==> src/rtl/ram_port_arbiter.sv <==
// Arbitrates one single-port synchronous RAM between fetch (I, read-only) and data (D, read/write) requesters.
// Latency: read 3 cycles req->rvalid, write 2 cycles occupancy; requests arriving while busy are held off, never dropped.
module ram_port_arbiter #(
    parameter int ADDR_W = 9,
    parameter int DATA_W = 32,
    parameter bit RR_EN  = 1'b1
) (
    input  logic              Clock,
    input  logic              Resetn,
    input  logic              i_req,
    input  logic [ADDR_W-1:0] i_addr,
    output logic              i_gnt,
    output logic              i_rvalid,
    output logic [DATA_W-1:0] i_rdata,
    input  logic              d_req,
    input  logic              d_we,
    input  logic [ADDR_W-1:0] d_addr,
    input  logic [DATA_W-1:0] d_wdata,
    output logic              d_gnt,
    output logic              d_rvalid,
    output logic [DATA_W-1:0] d_rdata,
    output logic              ram_read,
    output logic              ram_write,
    output logic [ADDR_W-1:0] ram_addr,
    output logic [DATA_W-1:0] ram_din,
    input  logic [DATA_W-1:0] ram_dout,
    output logic              busy
);

    typedef enum logic [1:0] {IDLE, ISSUE, RD_WAIT} state_t;

    state_t              state_q;
    logic                owner_is_d_q;
    logic                last_is_d_q;
    logic                we_q;
    logic [ADDR_W-1:0]   addr_q;
    logic [DATA_W-1:0]   wdata_q;
    logic [DATA_W-1:0]   i_rdata_q;
    logic [DATA_W-1:0]   d_rdata_q;
    logic                i_rvalid_q;
    logic                d_rvalid_q;
    logic                grant_to_data;

    // On contention: D always wins in fixed mode, otherwise the port that did not go last.
    always_comb begin
        grant_to_data = d_req && (!i_req || !RR_EN || !last_is_d_q);
    end

    always_ff @(posedge Clock or negedge Resetn) begin
        if (!Resetn) begin
            state_q      <= IDLE;
            owner_is_d_q <= 1'b0;
            last_is_d_q  <= 1'b1;
            we_q         <= 1'b0;
            addr_q       <= '0;
            wdata_q      <= '0;
            i_rdata_q    <= '0;
            d_rdata_q    <= '0;
            i_rvalid_q   <= 1'b0;
            d_rvalid_q   <= 1'b0;
        end else begin
            i_rvalid_q <= 1'b0;
            d_rvalid_q <= 1'b0;
            case (state_q)
                IDLE: begin
                    if (i_req || d_req) begin
                        owner_is_d_q <= grant_to_data;
                        last_is_d_q  <= grant_to_data;
                        addr_q       <= grant_to_data ? d_addr : i_addr;
                        we_q         <= grant_to_data && d_we;
                        if (grant_to_data) begin
                            wdata_q <= d_wdata;
                        end
                        state_q <= ISSUE;
                    end
                end
                ISSUE: begin
                    state_q <= we_q ? IDLE : RD_WAIT;
                end
                RD_WAIT: begin
                    if (owner_is_d_q) begin
                        d_rdata_q  <= ram_dout;
                        d_rvalid_q <= 1'b1;
                    end else begin
                        i_rdata_q  <= ram_dout;
                        i_rvalid_q <= 1'b1;
                    end
                    state_q <= IDLE;
                end
                default: state_q <= IDLE;
            endcase
        end
    end

    // RAM strobes decode from state so an asynchronous reset kills an in-flight write at once.
    assign ram_read  = (state_q == ISSUE) && !we_q;
    assign ram_write = (state_q == ISSUE) && we_q;
    assign ram_addr  = addr_q;
    assign ram_din   = wdata_q;
    assign i_gnt     = (state_q == ISSUE) && !owner_is_d_q;
    assign d_gnt     = (state_q == ISSUE) && owner_is_d_q;
    assign i_rvalid  = i_rvalid_q;
    assign d_rvalid  = d_rvalid_q;
    assign i_rdata   = i_rdata_q;
    assign d_rdata   = d_rdata_q;
    assign busy      = (state_q != IDLE);

endmodule

==> config.mk <==
export PLATFORM = sky130hd
export DESIGN_NAME = ram_port_arbiter
export DESIGN_NICKNAME = d
export VERILOG_FILES = /design/src/rtl/ram_port_arbiter.sv
export SDC_FILE = /design/constraint.sdc
export NUM_CORES = 1
export LEC_CHECK = 0
export CAP_MARGIN = 20
export CORE_ASPECT_RATIO = 1.75
export CORE_MARGIN = 4
export CORE_UTILIZATION = 47
export CTS_BUF_LIST = sky130_fd_sc_hd__clkbuf_4
export DETAILED_ROUTE_END_ITERATION = 7
export PLACE_DENSITY_LB_ADDON = 0.3
export SKIP_CTS_REPAIR_TIMING = 1
export SYNTH_ARGS = -nofsm -noshare
export SYNTH_HDL_FRONTEND = slang
export SYNTH_SLANG_ARGS = --single-unit
==> constraint.sdc <==
create_clock -name Clock -period 2.95 [get_ports Clock]
set_input_delay 0.59 -clock Clock [delete_from_list [all_inputs] [get_ports Clock]]
set_output_delay 0.59 -clock Clock [all_outputs]
set_load 0.1 [all_outputs]
==> impl_metrics.ini, run 1 <==
[yosys]
ys_seq_area_share_pct = 62.7
synth_top_area_share_pct = 62.1
syn_nets = 343
post_synth_num_cell_types = 19
synthTopCellsByCount = dfrtp_1, mux2_2, mux2_4, buf_2, nor2_1
synth_most_common_cell = dfrtp_1
yosysWarnings = 0
yosysTopAreaCell = dfrtp_1
syn_inst = 256
yosys_most_used_dff = dfrtp_1
async_reset_ff_share_pct = 100
synth_edf_count = 0
avgSynthCellArea_um2 = 17.5
yosys_register_bits = 112
synthTopCellsByArea = dfrtp_1, mux2_2, mux2_4
synth_area_um2 = 4470

[setup_path]
cpPeakStageDelay_ns = 0.43
worst_setup_path_end_kind = output pin
r2r_setup_slack_ns = 1.22
start_kind = flop
crit_slowest_cell = dfrtp_1
crit-reg2reg-capture = ram_addr[5]
reg2reg_depth = 4
cp_num_buf_inv = 1
cp_cell_sequence = nand2b_1 > nor2_1 > buf_4
worstPathArrival_ns = 1.53
path_class = flop to output pin
r2r_start = last_is_d_q
crit_family = flip-flops
crit_fanout = 5
worst_ep_required_time_ns = 2.36

[global_routing]
grt_pass1_wl_um = 16200
grt_pass1_vias = 3202
grt.busiest_layer = met2
grt_usage_pct = 19.6
met3_usage_pct = 5.14
grt_max_degree = 62
gr-usage-met1_pct = 19.5
antenna_found_initial = 0
grtUsageMet2_pct = 37.4
grt.overflow.total = 0

[cts]
htreeDepth = 3
clk_pin_slew_worst_paths_ns = 0.16
clockBufferDepth = 2
numCtsBuffers = 9
cts_tree = built
cts_root_buffer = clkbuf_4
cts.sinks = 112
clock_latency_ns = 0.46

[route]
drtIter0Drc = 70
ant_nets = 0
routedWlPerCell_um = 18.4
routed_wl_um = 10800
firstDrtPassIters = 4
num_vias = 2876
viasPerCell = 4.92
drc_errors = 0

[worst_hold_path]
hp-class = input port to async pin

[floorplanning]
io_pins = 199
start_util_pct = 48.6
dieArea_um2 = 11200
core_area_um2 = 9210
rows = 46
die_height_um = 137
die_w_um = 81.7

[flow_run]
max-cap-violations = 0

[placement]
place.gp.congestion = 0.757
placed_area_um2 = 6300
dp_hpwl_um = 8490
portBuffers = 198

[timing]
fin_skew_ns = 0.0261
post-route-min-period_ns = 2.12
period_share_pct = 71.7
worstMarginPinSlew_ns = 0.769
setup_viol = 0
slew_headroom_pct = 48.7
finalHoldWorstSlack_ns = 0.184
hold_viol_final = 0
setup_tns_ns = 0
slew_violations = 0
rsz0062_at_grt = no
fmax_ghz = 0.473

[layout]
fin_area_um2 = 6430
fillCellCount = 679
diodes = 0
drive_above_1_share_pct = 54.6
fin_nets = 548
area_growth_pct = 43.7

[status]
status = finished clean
per-layer routing:
| layer | part of all wire [%] | up-vias | wire [µm] |
|---|---|---|---|
| met1 | 33 | 1457 | 3520 |
| met5 | 0 | - | 0 |
| met2 | 59 | 100 | 6360 |
| met3 | 6.5 | 13 | 698 |
| met4 | 2.0 | 0 | 221 |
| li1 | - | 1306 | - |
registers in the layout (all words and copies together), names as in the netlist:
| name | flops |
|---|---|
| owner_is_d_q | 1 |
| i_rdata | 32 |
| ram_addr | 9 |
| i_rvalid | 1 |
| last_is_d_q | 1 |
| we_q | 1 |
| d_rdata | 32 |
| state_q | 2 |
| ram_din | 32 |
| d_rvalid | 1 |
final cells by class:
type / instances / area, µm² / share of cell area [%]
well taps: 120 / 150 / 2.34
repair buffers: 205 / 1780 / 27.6
flip-flops and latches: 112 / 2800 / 43.6
clock buffers: 10 / 75.1 / 1.17
inverters: 4 / 15.0 / 0.234
clock inverters: 5 / 56.3 / 0.876
multi-input cells: 129 / 1550 / 24.1
worst max path at each step:
stage | from | endpoint | cells past startpoint
5_1_grt | state_q[1] | i_gnt | 3
3_3_place_gp | d_req | ram_din[29] | 5
6_report | state_q[1] | i_gnt | 3
4_1_cts | state_q[1] | ram_write | 3
2_1_floorplan | state_q[1] | d_gnt | 2
3_5_place_dp | d_req | ram_din[31] | 5
per-stage QoR:
step	util (%)	std cells	setup slack, ns
CTS	69.8	585	0.790
floorplan	-	256	0.528
global placement	68.4	570	0.602
global route	69.8	585	0.718
detailed placement	68.4	570	0.533
finish	69.8	585	0.835
cell families (layout without fill, tap and decap cells):
group                  Yosys count  after routing  share of synthesized area [%]
muxes                          114            114                           31.7
DFF                            112            112                           62.7
buffers and inverters           15            224                           2.77
and+or+nand+nor                 10             10                           1.65
AOI/OAI and AO/OA                5              5                           1.17
layout by cell type, fill, tap and decap left out, types with 2 or more instances in the layout:
cell type,n
dfrtp_1,111
clkbuf_4,10
mux2_2,78
mux2_4,36
buf_4,118
clkinv_2,2
buf_12,2
a21o_1,2
clkdlybuf4s50_1,85
inv_1,4
nor2_1,5
Power of run 1 is not shown: default switching activity piles up to over one toggle a cycle in this logic, so the estimate is an artifact.
==> run 2, diff against run 1 <==
CORE_UTILIZATION = 43   (was 47)
clock period = 2 ns   (was 2.95 ns; I/O delays follow)
==> impl_metrics.ini, run 2 (same netlist as run 1, synthesis figures left out) <==
[status]
status = finished clean

[timing]
fin_skew_ns = 0.0220
setup_viol = 0
worstMarginPinSlew_ns = 0.413
rsz0062_at_grt = yes
slew_headroom_pct = 72.5
fmax_ghz = 0.522
period_share_pct = 95.7
slew_violations = 0
hold_viol_final = 0
setup_tns_ns = 0
post-route-min-period_ns = 1.91

[placement]
dp_hpwl_um = 8380
placed_cells = 584
portBuffers = 198
place.gp.congestion = 0.755
placed_area_um2 = 6470

[route]
viasPerCell = 4.88
firstDrtPassIters = 4
routed_wl_um = 10800
ant_nets = 0
drc_errors = 0
drtIter0Drc = 54
num_vias = 2939
routedWlPerCell_um = 17.9

[setup_path]
worstPathArrival_ns = 1.51
start_kind = flop
worst_setup_path_end_kind = output pin
reg2reg_depth = 4
worst_ep_required_time_ns = 1.60
crit_fanout = 5
path_class = flop to output pin
crit_path_start = state_q[1]
r2r_start = last_is_d_q
crit-reg2reg-capture = ram_addr[8]
r2r_setup_slack_ns = 0.33

[flow_run]
max-cap-violations = 0

[global_routing]
grt_usage_pct = 17.8
grt_pass1_wl_um = 16700
grt_pass1_vias = 3166
antenna_found_initial = 1
grt.overflow.total = 0
grt_max_degree = 42

[layout]
fin_nets = 556
ff_latch_area_um2 = 2800
fin_util_pct = 64.8
final_common_cell = buf_4
drive_above_1_share_pct = 55.3
multi_input_area_um2 = 1550
fillCellCount = 760
area_growth_pct = 48.3
layout.cells.non_filler = 602
layout_common_cells = buf_4, dfrtp_1, clkdlybuf4s50_1, mux2_2, mux2_4
fin_area_um2 = 6630

[floorplanning]
io_pins = 199
rows = 49
core_area_um2 = 10200
start_util_pct = 43.7
die_w_um = 85.1
dieArea_um2 = 12200
die_height_um = 143

[cts]
clockBufferDepth = 2
clock_latency_ns = 0.45
cts_tree = built
cts_root_buffer = clkbuf_4
cts.sinks = 112
numCtsBuffers = 9
clk_pin_slew_worst_paths_ns = 0.17
htreeDepth = 3

[worst_hold_path]
hp-class = input port to async pin
## run 2: area by class of cell
type / instances / share of cell area, %
flip-flops and latches: 112 / 42.3
repair buffers: 213 / 29.4
multi-input cells: 129 / 23.4
well taps: 127 / 2.40
clock buffers: 11 / 1.25
clock inverters: 5 / 1.00
inverters: 4 / 0.226
diodes: 1 / 0.0377
## run 2: worst max-delay path by stage
stage / cells after the start / slack [ns] / to
6_report: 3 / 0.09 / ram_write
4_1_cts: 3 / 0.02 / ram_write
2_1_floorplan: 2 / -0.23 / d_gnt
3_5_place_dp: 5 / -0.04 / ram_addr[7]
5_1_grt: 3 / -0.03 / ram_write
3_3_place_gp: 5 / -0.01 / ram_addr[3]
## run 2: per-stage QoR
stage	setup WS, ns	hold WS (ns)
final	0.0851	0.415
after global routing	-0.0318	0.403
after CTS	0.0174	-0.178
after detailed placement	-0.0425	0.362
after global placement	-0.0141	0.351
after floorplan	-0.232	0.104
## run 2: routing by layer
layer / wire [µm] / track usage, % / vias to the layer above
met4: 495 / 9.34 / 0
met5: 0 / 0 / -
met1: 3660 / 19.5 / 1472
met2: 5900 / 30.9 / 117
li1: - / - / 1324
met3: 717 / 4.85 / 26
## run 2: critical path, stage by stage, from the launching register on
cell      delay, ns
dfrtp_1        0.43
nand2b_1       0.23
nor2_1         0.22
buf_12         0.21
Power of run 2 is left out for the same reason.
==> run 3, diff against run 2 <==
CORE_UTILIZATION = 56   (was 43)
DONT_BUFFER_PORTS = 1   (was default)
REMOVE_ABC_BUFFERS = 1   (was default)
==> impl_metrics.ini, run 3 (same netlist as run 1, synthesis figures left out) <==
[global_routing]
grt_usage_pct = 17.3
grt_pass1_wl_um = 12300
grt.overflow.total = 0
grt_max_degree = 113
grt_pass1_vias = 2315
antenna_found_initial = 0

[layout]
drive_above_1_share_pct = 55.4
final_common_cell = dfrtp_1
layout.cells.non_filler = 359
layout_common_cells = dfrtp_1, mux2_2, mux2_4, clkbuf_4
fin_area_um2 = 4830
diodes = 0
fin_nets = 353
area_growth_pct = 8.08

[setup_path]
worstPathArrival_ns = 1.46
cp_cell_sequence = nand2b_2 > nor2_2 > buf_6
cpPeakStageDelay_ns = 0.43
worst_ep_required_time_ns = 1.60
reg2reg_depth = 3
crit_slowest_cell = dfrtp_1
cp_num_buf_inv = 1
path_class = flop to output pin
worst_setup_path_end_kind = output pin
r2r_start = last_is_d_q
crit_family = flip-flops
crit_path_start = state_q[1]
crit_cells = 3
crit_fanout = 5
start_kind = flop

[route]
drc_errors = 0
firstDrtPassIters = 4
routed_wl_um = 8150
routedWlPerCell_um = 22.7
drtIter0Drc = 96
viasPerCell = 5.77
ant_nets = 0
num_vias = 2071

[timing]
finalHoldWorstSlack_ns = -0.380
setup_viol = 0
slew_headroom_pct = 36.7
fin_skew_ns = 0.0170
slew_violations = 0
fmax_ghz = 0.538
hold_viol_final = 112
rsz0062_at_grt = no
period_share_pct = 93.0
setup_tns_ns = 0
post-route-min-period_ns = 1.86
worstMarginPinSlew_ns = 0.949

[cts]
clk_pin_slew_worst_paths_ns = 0.16
cts.sinks = 112
htreeDepth = 3
numCtsBuffers = 9
clockBufferDepth = 2
cts_tree = built
clock_latency_ns = 0.44
cts_root_buffer = clkbuf_4

[floorplanning]
start_util_pct = 58.3
die_w_um = 75.6
io_pins = 199
die_height_um = 126
rows = 42
core_area_um2 = 7670
dieArea_um2 = 9540

[worst_hold_path]
hp-class = input port to async pin

[placement]
dp_hpwl_um = 6000
placed_area_um2 = 4600
placed_cells = 343
portBuffers = 0
place.gp.congestion = 0.760

[status]
status = finished with violations
violations = negative hold slack

[flow_run]
max-cap-violations = 0
[run 3: changes by cell type in the layout (fill, tap and decap cells not counted), sizes merged]
| cell | previous run | this run |
|---|---|---|
| clkdlybuf4s50 | 85 | 0 |
| clkbuf | 11 | 9 |
| clkinvlp | 1 | 0 |
| diode | 1 | 0 |
| dlygate4sd3 | 1 | 0 |
| bufinv | 1 | 4 |
| buf | 127 | 10 |
[run 3: final timing paths]
path | endpoint | slack [ns]
setup / recovery | i_gnt | 0.14
setup reg to reg | ram_addr[1] | 0.16
max in group asynchronous | last_is_d_q | 2.18
hold reg to reg | last_is_d_q | 0.53
hold / removal | d_rdata[27] | -0.38
min in group Clock | ram_din[11] | 0.09
[run 3: cell type report]
type                            instances  area, µm²
Inverter                                4       15.0
Multi-Input combinational cell        129       1560
Fill cell                             558       2840
Sequential cell                       112       2800
Clock inverter                          7        143
Tap cell                               88        110
Clock buffer                            9       67.6
Timing Repair Buffer                   10        131
[run 3: routing by layer]
metal / track usage, % / wire [µm] / vias up
li1: - / - / 907
met1: 17.1 / 2510 / 1045
met2: 30.7 / 4660 / 108
met3: 6.94 / 848 / 11
met4: 6.90 / 130 / 0
met5: 0 / 0 / -
[run 3: stage by stage]
step / hold slack, ns / setup WS, ns / util, %
detailed placement: 0.107 / 0.181 / 60.0
finish: -0.380 / 0.140 / 63.0
CTS: -0.422 / 0.00427 / 62.7
global placement: 0.107 / 0.232 / 60.0
global route: -0.445 / 0.0272 / 63.0
floorplan: 0.104 / -0.282 / -
Power of run 3 is left out for the same reason.
